--- src/rtl/p2m_pack_indication.sv ---
// Receive end of the heard-indication packing path: validates 144-bit packed words,
// buffers the good payloads, and presents them as heard() calls with drop and seqno-gap counters.
module p2m_pack_indication #(
  parameter logic [15:0] METHOD_ID = 16'd3,
  parameter logic [15:0] MSG_LEN   = 16'd5,
  parameter int          DEPTH     = 2,
  parameter int          CNT_W     = 16
) (
  input  logic             clk_i,
  input  logic             rst_ni,
  input  logic             pipe_enq_ena_i,
  input  logic [143:0]     pipe_enq_v_i,
  output logic             pipe_enq_rdy_o,
  output logic             heard_ena_o,
  output logic [31:0]      heard_v_o,
  output logic [7:0]       heard_write_count_o,
  output logic [7:0]       heard_read_count_o,
  output logic [7:0]       heard_seqno_o,
  input  logic             heard_rdy_i,
  output logic [CNT_W-1:0] drop_count_o,
  output logic [CNT_W-1:0] seq_gap_count_o
);

  localparam int            AW     = (DEPTH > 1) ? $clog2(DEPTH) : 1;
  localparam logic [AW:0]   FULL_C = (AW+1)'(DEPTH);

  logic [55:0]      mem_q [DEPTH];
  logic [AW-1:0]    wr_ptr_q, wr_ptr_d;
  logic [AW-1:0]    rd_ptr_q, rd_ptr_d;
  logic [AW:0]      count_q, count_d;
  logic [CNT_W-1:0] drop_cnt_q, drop_cnt_d;
  logic [CNT_W-1:0] gap_cnt_q, gap_cnt_d;
  logic             exp_valid_q, exp_valid_d;
  logic [7:0]       exp_seq_q, exp_seq_d;

  logic        full, empty, good_hdr, accept, push, pop;
  logic [55:0] head;
  logic        unused_pad;

  // Payload is the contiguous slice v|writeCount|readCount|seqno at [103:48].
  assign unused_pad = ^{pipe_enq_v_i[143:128], pipe_enq_v_i[111:104], pipe_enq_v_i[47:16]};

  assign full     = (count_q == FULL_C);
  assign empty    = (count_q == '0);
  assign good_hdr = (pipe_enq_v_i[15:0] == METHOD_ID) && (pipe_enq_v_i[127:112] == MSG_LEN);
  assign accept   = pipe_enq_ena_i && !full;
  assign push     = accept && good_hdr;
  assign pop      = !empty && heard_rdy_i;
  assign head     = mem_q[rd_ptr_q];

  always_comb begin
    wr_ptr_d    = wr_ptr_q;
    rd_ptr_d    = rd_ptr_q;
    count_d     = count_q;
    drop_cnt_d  = drop_cnt_q;
    gap_cnt_d   = gap_cnt_q;
    exp_valid_d = exp_valid_q;
    exp_seq_d   = exp_seq_q;

    if (push) wr_ptr_d = wr_ptr_q + 1'b1;
    if (pop)  rd_ptr_d = rd_ptr_q + 1'b1;

    case ({push, pop})
      2'b10:   count_d = count_q + 1'b1;
      2'b01:   count_d = count_q - 1'b1;
      default: count_d = count_q;
    endcase

    if (accept && !good_hdr && (drop_cnt_q != '1)) drop_cnt_d = drop_cnt_q + 1'b1;

    if (pop) begin
      if (exp_valid_q && (head[7:0] != exp_seq_q) && (gap_cnt_q != '1))
        gap_cnt_d = gap_cnt_q + 1'b1;
      exp_seq_d   = head[7:0] + 8'd1;
      exp_valid_d = 1'b1;
    end
  end

  always_ff @(posedge clk_i or negedge rst_ni) begin
    if (!rst_ni) begin
      for (int i = 0; i < DEPTH; i++) mem_q[i] <= '0;
      wr_ptr_q    <= '0;
      rd_ptr_q    <= '0;
      count_q     <= '0;
      drop_cnt_q  <= '0;
      gap_cnt_q   <= '0;
      exp_valid_q <= 1'b0;
      exp_seq_q   <= '0;
    end else begin
      if (push) mem_q[wr_ptr_q] <= pipe_enq_v_i[103:48];
      wr_ptr_q    <= wr_ptr_d;
      rd_ptr_q    <= rd_ptr_d;
      count_q     <= count_d;
      drop_cnt_q  <= drop_cnt_d;
      gap_cnt_q   <= gap_cnt_d;
      exp_valid_q <= exp_valid_d;
      exp_seq_q   <= exp_seq_d;
    end
  end

  assign pipe_enq_rdy_o      = !full;
  assign heard_ena_o         = !empty;
  assign heard_v_o           = head[55:24];
  assign heard_write_count_o = head[23:16];
  assign heard_read_count_o  = head[15:8];
  assign heard_seqno_o       = head[7:0];
  assign drop_count_o        = drop_cnt_q;
  assign seq_gap_count_o     = gap_cnt_q;

endmodule

--- config.mk ---
export PLATFORM = sky130hd
export DESIGN_NAME = p2m_pack_indication
export DESIGN_NICKNAME = d
export VERILOG_FILES = /design/src/rtl/p2m_pack_indication.sv
export SDC_FILE = /design/constraint.sdc
export NUM_CORES = 1
export LEC_CHECK = 0
export CAP_MARGIN = 20
export CORE_MARGIN = 1
export CORE_UTILIZATION = 42
export CTS_CLUSTER_DIAMETER = 80
export CTS_CLUSTER_SIZE = 8
export DETAILED_ROUTE_END_ITERATION = 16
export PLACE_DENSITY = 0.71
export SYNTH_ARGS = -nofsm -noshare
export SYNTH_HDL_FRONTEND = slang
export SYNTH_SLANG_ARGS = --single-unit
--- constraint.sdc ---
create_clock -name clk_i -period 2.4 [get_ports clk_i]
set_input_delay 0.24 -clock clk_i [delete_from_list [all_inputs] [get_ports clk_i]]
set_output_delay 0.24 -clock clk_i [all_outputs]
set_load 0.05 [all_outputs]
Word-level counts from Yosys, hierarchy flattened:

Cells that the tools add are included.

* bits of input ports: 148
* output and inout bits: 90
* word-level logic and storage cells: 51
* flip-flop bits (word level): 157

* equal/unequal tests: 8
* bitwise operators: 2
* multiplexer cells: 7
* reduce and logical (&&, ||, !) cells: 15
* add/sub/neg operators: 7
* $lt $le $gt $ge: 3

Operators with widths (count)
* two-way mux 56 bit: 4
* bitwise mux 112 bit: 1
* demux 56 bit (select 1 bit): 1
* adder 16 x 1 -> 16 bit, second input constant: 2
* inequality test 16 bit, second input constant: 2
* == test 16 x 2 -> 1 bit, second input constant: 1
* == test 16 x 3 -> 1 bit, second input constant: 1
* logical AND 1 bit: 9
* adder 8 x 1 -> 8 bit, second input constant: 1
* inequality test 8 bit: 1
* == test 2 bit, second input constant: 2
* greater-or-equal comparator 2 bit, second input constant: 2
* NOT 1 -> 2 bit: 2
* one-hot mux 2 bit (2 select lines): 1
* logical NOT 1 bit: 3
* adder 1 bit, second input constant: 2
* adder 2 x 1 -> 2 bit, second input constant: 1
* == test 2 x 1 -> 1 bit, second input constant: 1
* logical NOT 2 bit: 1
* less-than comparator 2 x 1 -> 1 bit, second input constant: 1
* AND reduction 2 bit: 1
* nonzero test 2 bit: 1
* subtractor 2 x 1 -> 2 bit, second input constant: 1

Logic depth before layout (Yosys ltp):

Gate-level depths: netlist (run 1).

* word-level depth: 8
* gate-level depth with buffers: 9
* gate-level depth less buffers: 9

Worst setup path after synthesis (run 1):

Ideal clock, no wire load.

* path kind: register to register
* from: register drop_cnt_q[0], in the netlist drop_count_o[0]
* to: register drop_cnt_q[1], in the netlist drop_count_o[1]
* arrival: 2178 ps
* path slack: 97 ps
* cell stages (with the launch flop): 7
* clock period less this slack: 2303 ps
* buffers on the path: 1
* cells stage by stage: dfrtp_1 > ha_1 > nand3_1 > or3_1 > o221ai_1 > buf_2 > mux2_2

* cells in the longest elaborated chain, start to end: 2

Ends and longest elaborated chain
* from (decl): RTL line 31 `logic [CNT_W-1:0] drop_cnt_q, drop_cnt_d;`
* from (signal assigned): RTL line 94 `drop_cnt_q <= drop_cnt_d;`
* branches (longest 2 deep; another with adder 16 x 1 -> 16 bit)

Several ways; the timed one is not identified.
A chain may end at the register's enable or synchronous reset.

Worst setup path in the final report (run 1):

* from: register rd_ptr_q
* to: output heard_v_o[21]

* cells in the longest elaborated chain, start to end: 4

Ends and longest elaborated chain
* from (decl): RTL line 29 `logic [AW-1:0] rd_ptr_q, rd_ptr_d;`
* from (signal assigned): RTL line 92 `rd_ptr_q <= rd_ptr_d;`
* NOT 1 -> 2 bit (implied by the code): RTL line 49 `assign head = mem_q[rd_ptr_q];`
* two-way mux 56 bit (implied by the code) (3 in a row): RTL line 49
* to (decl): RTL line 15 `output logic [31:0] heard_v_o,`

Every way passes these cells. The select of a mux whose other input is x is not followed.

==> run_results.csv, run 1 <==
group,metric,value,unit
sta,finalHoldViolCount,0,
global_route,grt_pass1_wl,26.2,mm
drt,ant_nets,0,
floorplanning,start_util,0.428,
worst_setup_path,required,2160,ps
synth,netlist_instances,516,
clocking,clkSlewWorstSetupHoldPaths,60,ps
synth,synth.distinct_cells,32,
drt,post_drt_wl_per_cell,16.3,um
sta,finalSetupViolations,0,
worst_setup_path,reg2reg_from,"rd_ptr_q$_DFFE_PN0P_",
place,place_congestion,0.834,
synth,seq_area_frac_synth,0.556,
clocking,clk_path_buf_depth,2,
synth,yosys.area.top_type,"dfrtp_1",
drt,drt_wl_total,15.5,mm
floorplanning,die_h,132,um
final_layout,final_design_area_no_fill,0.00971,sq mm
place,dp_hpwl,11.2,mm
floorplanning,rows,47,
floorplanning,core-area,0.0165,sq mm
final_layout,final_core_util,0.588,
synth,ys_ff_latch,157,
clocking,cts_tree,"yes",
final_layout,nNetsFinal,870,
place,postPlaceCellArea,0.00913,sq mm
hold_path,min_path_type,"input pin to async pin",
sta,worstMarginPinSlew,545,ps
power_and_ir_drop,ir_worst_vdd,0.460,mV
clocking,clkLatencyLatePin,420,ps
global_route,grt_use_total,0.193,
power_and_ir_drop,p_per_area,657,mW/mm^2
synth,ys.flop_type,"dfrtp_1",
drt,drt-pass1-iter-count,4,
final_layout,fillers,1322,
power_and_ir_drop,totalPowerFinal,6.38,mW
synth,synth.area.top_cells,"dfrtp_1, mux2_2, xnor2_1",
sta,finalMaxSlewViolations,0,
drt,viasPerCell,5.01,
synth,yosys.area.top_type_share,0.556,
clocking,clock_sinks,157,
place,portBuffers,181,
status,status,"finished, final reports clean",
clocking,root_buffer,"clkbuf_16",
sta,rsz0062_at_grt,"false",
sta,post-route-period-util,0.952,
job,cap_violations,0,
sta,min_period,2280,ps
sta,max_freq,438,MHz
global_route,grt-ovfl-total,0,
final_layout,area_growth,37.4,%
worst_setup_path,critPathKind,"register to output port",
synth,yosys_warnings,0,
synth,async_flop_share,1.00,
floorplanning,die_area,0.0174,sq mm
worst_setup_path,critPathMaxFanout,39,
synth,mappedNetlistArea,0.00707,sq mm
final_layout,diodes,0,
synth,synth_area_per_cell,13.7,sq um
floorplanning,num_io_pins,238,
worst_setup_path,r2r_slack,250,ps
synth,synth_fp_nets,668,
worst_setup_path,start_kind,"register",
global_route,antenna_found_initial,0,
worst_setup_path,end_kind,"output port",
sta,fin_skew,7.01,ps
worst_setup_path,cp.arrival,2040,ps
floorplanning,die_w,132,um
drt,vias,4768,
global_route,grt_max_degree,55,
sta,max-slew-margin-rel,0.636,
synth,synth_edf_count,0,
power_and_ir_drop,leakage,4.68,nW
worst_setup_path,r2r-end,"seq_gap_count_o[1]$_DFFE_PN0P_",
final_layout,drive_above_1_share,0.395,
worst_setup_path,cp-startpoint,"rd_ptr_q$_DFFE_PN0P_",
drt,drc_errors,0,
drt,drt_first_iter_violations,138,
global_route,grt_pass1_vias,5210,
worst_setup_path,reg2regPathDepth,6,
clocking,htreeDepth,4,
clocking,cts_buffers,17,
## registers in the layout, indices dropped and copies added (netlist names)
name,count
exp_seq_q,8
exp_valid_q,1
wr_ptr_q,1
count_q,2
drop_count_o,16
rd_ptr_q,1
mem_q,112
seq_gap_count_o,16
## worst max-delay path by stage
stage / to / slack [ps]
final: heard_v_o[21] / 120
after global routing: heard_v_o[13] / 40
after detailed placement: mem_q[73]$_DFFE_PN0P_ / -190
after floorplan: drop_count_o[1]$_DFFE_PN0P_ / 100
after CTS: heard_v_o[21] / 90
after global placement: mem_q[67]$_DFFE_PN0P_ / -170
## layout make-up
type,count,area (sq um),share of cell area
clock inverters,14,126,0.0130
clock buffers,18,439,0.0452
well taps,220,275,0.0283
flip-flops and latches,157,3930,0.405
multi-input cells,328,2980,0.306
repair buffers,204,1930,0.198
inverters,10,37.5,0.00387
## synth_stat cells (2+ instances only)
master	n
and2_1	3
xnor2_1	35
mux2_2	164
nand3_1	15
mux2i_2	5
and3_1	4
clkbuf_1	4
buf_6	6
nand2_1	25
nor4b_1	2
nor2_1	13
nand4_1	11
nor4_1	6
ha_1	4
buf_2	9
or2_2	2
nor3_1	5
xor2_1	14
buf_1	2
dfrtp_1	157
or3_1	3
inv_1	10
nor4_2	2
o21ai_0	7
## stage by stage
stage	TNS, ps	setup WS (ps)	std cells	hold slack (ps)
finish	0	116	951	333
global route	0	43.8	951	368
CTS	0	92.0	951	355
detailed placement	-12090	-186	918	233
global placement	-11070	-169	918	223
floorplan	0	97.2	516	-55.6
## cell usage in the layout, fill, tap and decap left out, drive strengths merged, types with 4 or more instances in the layout
cell type	n
nor4	8
mux2i	6
dfrtp	157
clkinv	4
inv	17
xnor2	35
nand4	11
o21ai	7
and3	4
clkbuf	18
nor3	5
xor2	14
mux2	164
ha	4
nand3	16
nand2	25
clkdlybuf4s50	124
buf	79
nor2	13
## layer usage
metal	GRT usage	wire length (um)	vias up	part of all wire
met5	0	0	-	0
met4	0.0646	274	0	0.018
met3	0.0586	810	15	0.052
met2	0.341	8220	131	0.53
met1	0.222	6240	2397	0.40
li1	-	-	2225	-
## report_power, final
group	switching (mW)	internal, mW
Sequential	0.121	2.73
Combinational	0.548	0.449
Clock	1.14	1.39
Total	1.81	4.57
## cells by family (layout without fill, tap and decap cells)
family / count (synthesis) / after routing / synth area share
buf+inv: 31 / 246 / 0.0244
compound gates: 10 / 10 / 0.00885
fa+ha+maj: 4 / 4 / 0.00708
flops: 157 / 157 / 0.556
simple gates: 95 / 95 / 0.0706
xor+xnor: 49 / 49 / 0.0607
mux: 170 / 170 / 0.272
## worst max-delay path, cell delays in order (launching register included)
cell	delay [ps]
dfrtp_2	590
buf_6	420
mux2_2	410
buf_4	190
## repair_timing
action	CTS	global route
setup buffers	0	0
hold endpoints to repair	51	0
hold buffers	1	0
gates resized for setup	1	0
endpoints found under the setup margin	39	0
No activity file was read; power rests on OpenSTA's default activity.
==> run 2, diff against run 1 <==
- CTS_CLUSTER_SIZE: 8 -> unset
==> results of run 2 <==
No change in the layout: final DEF, timing and power equal those of run 1.
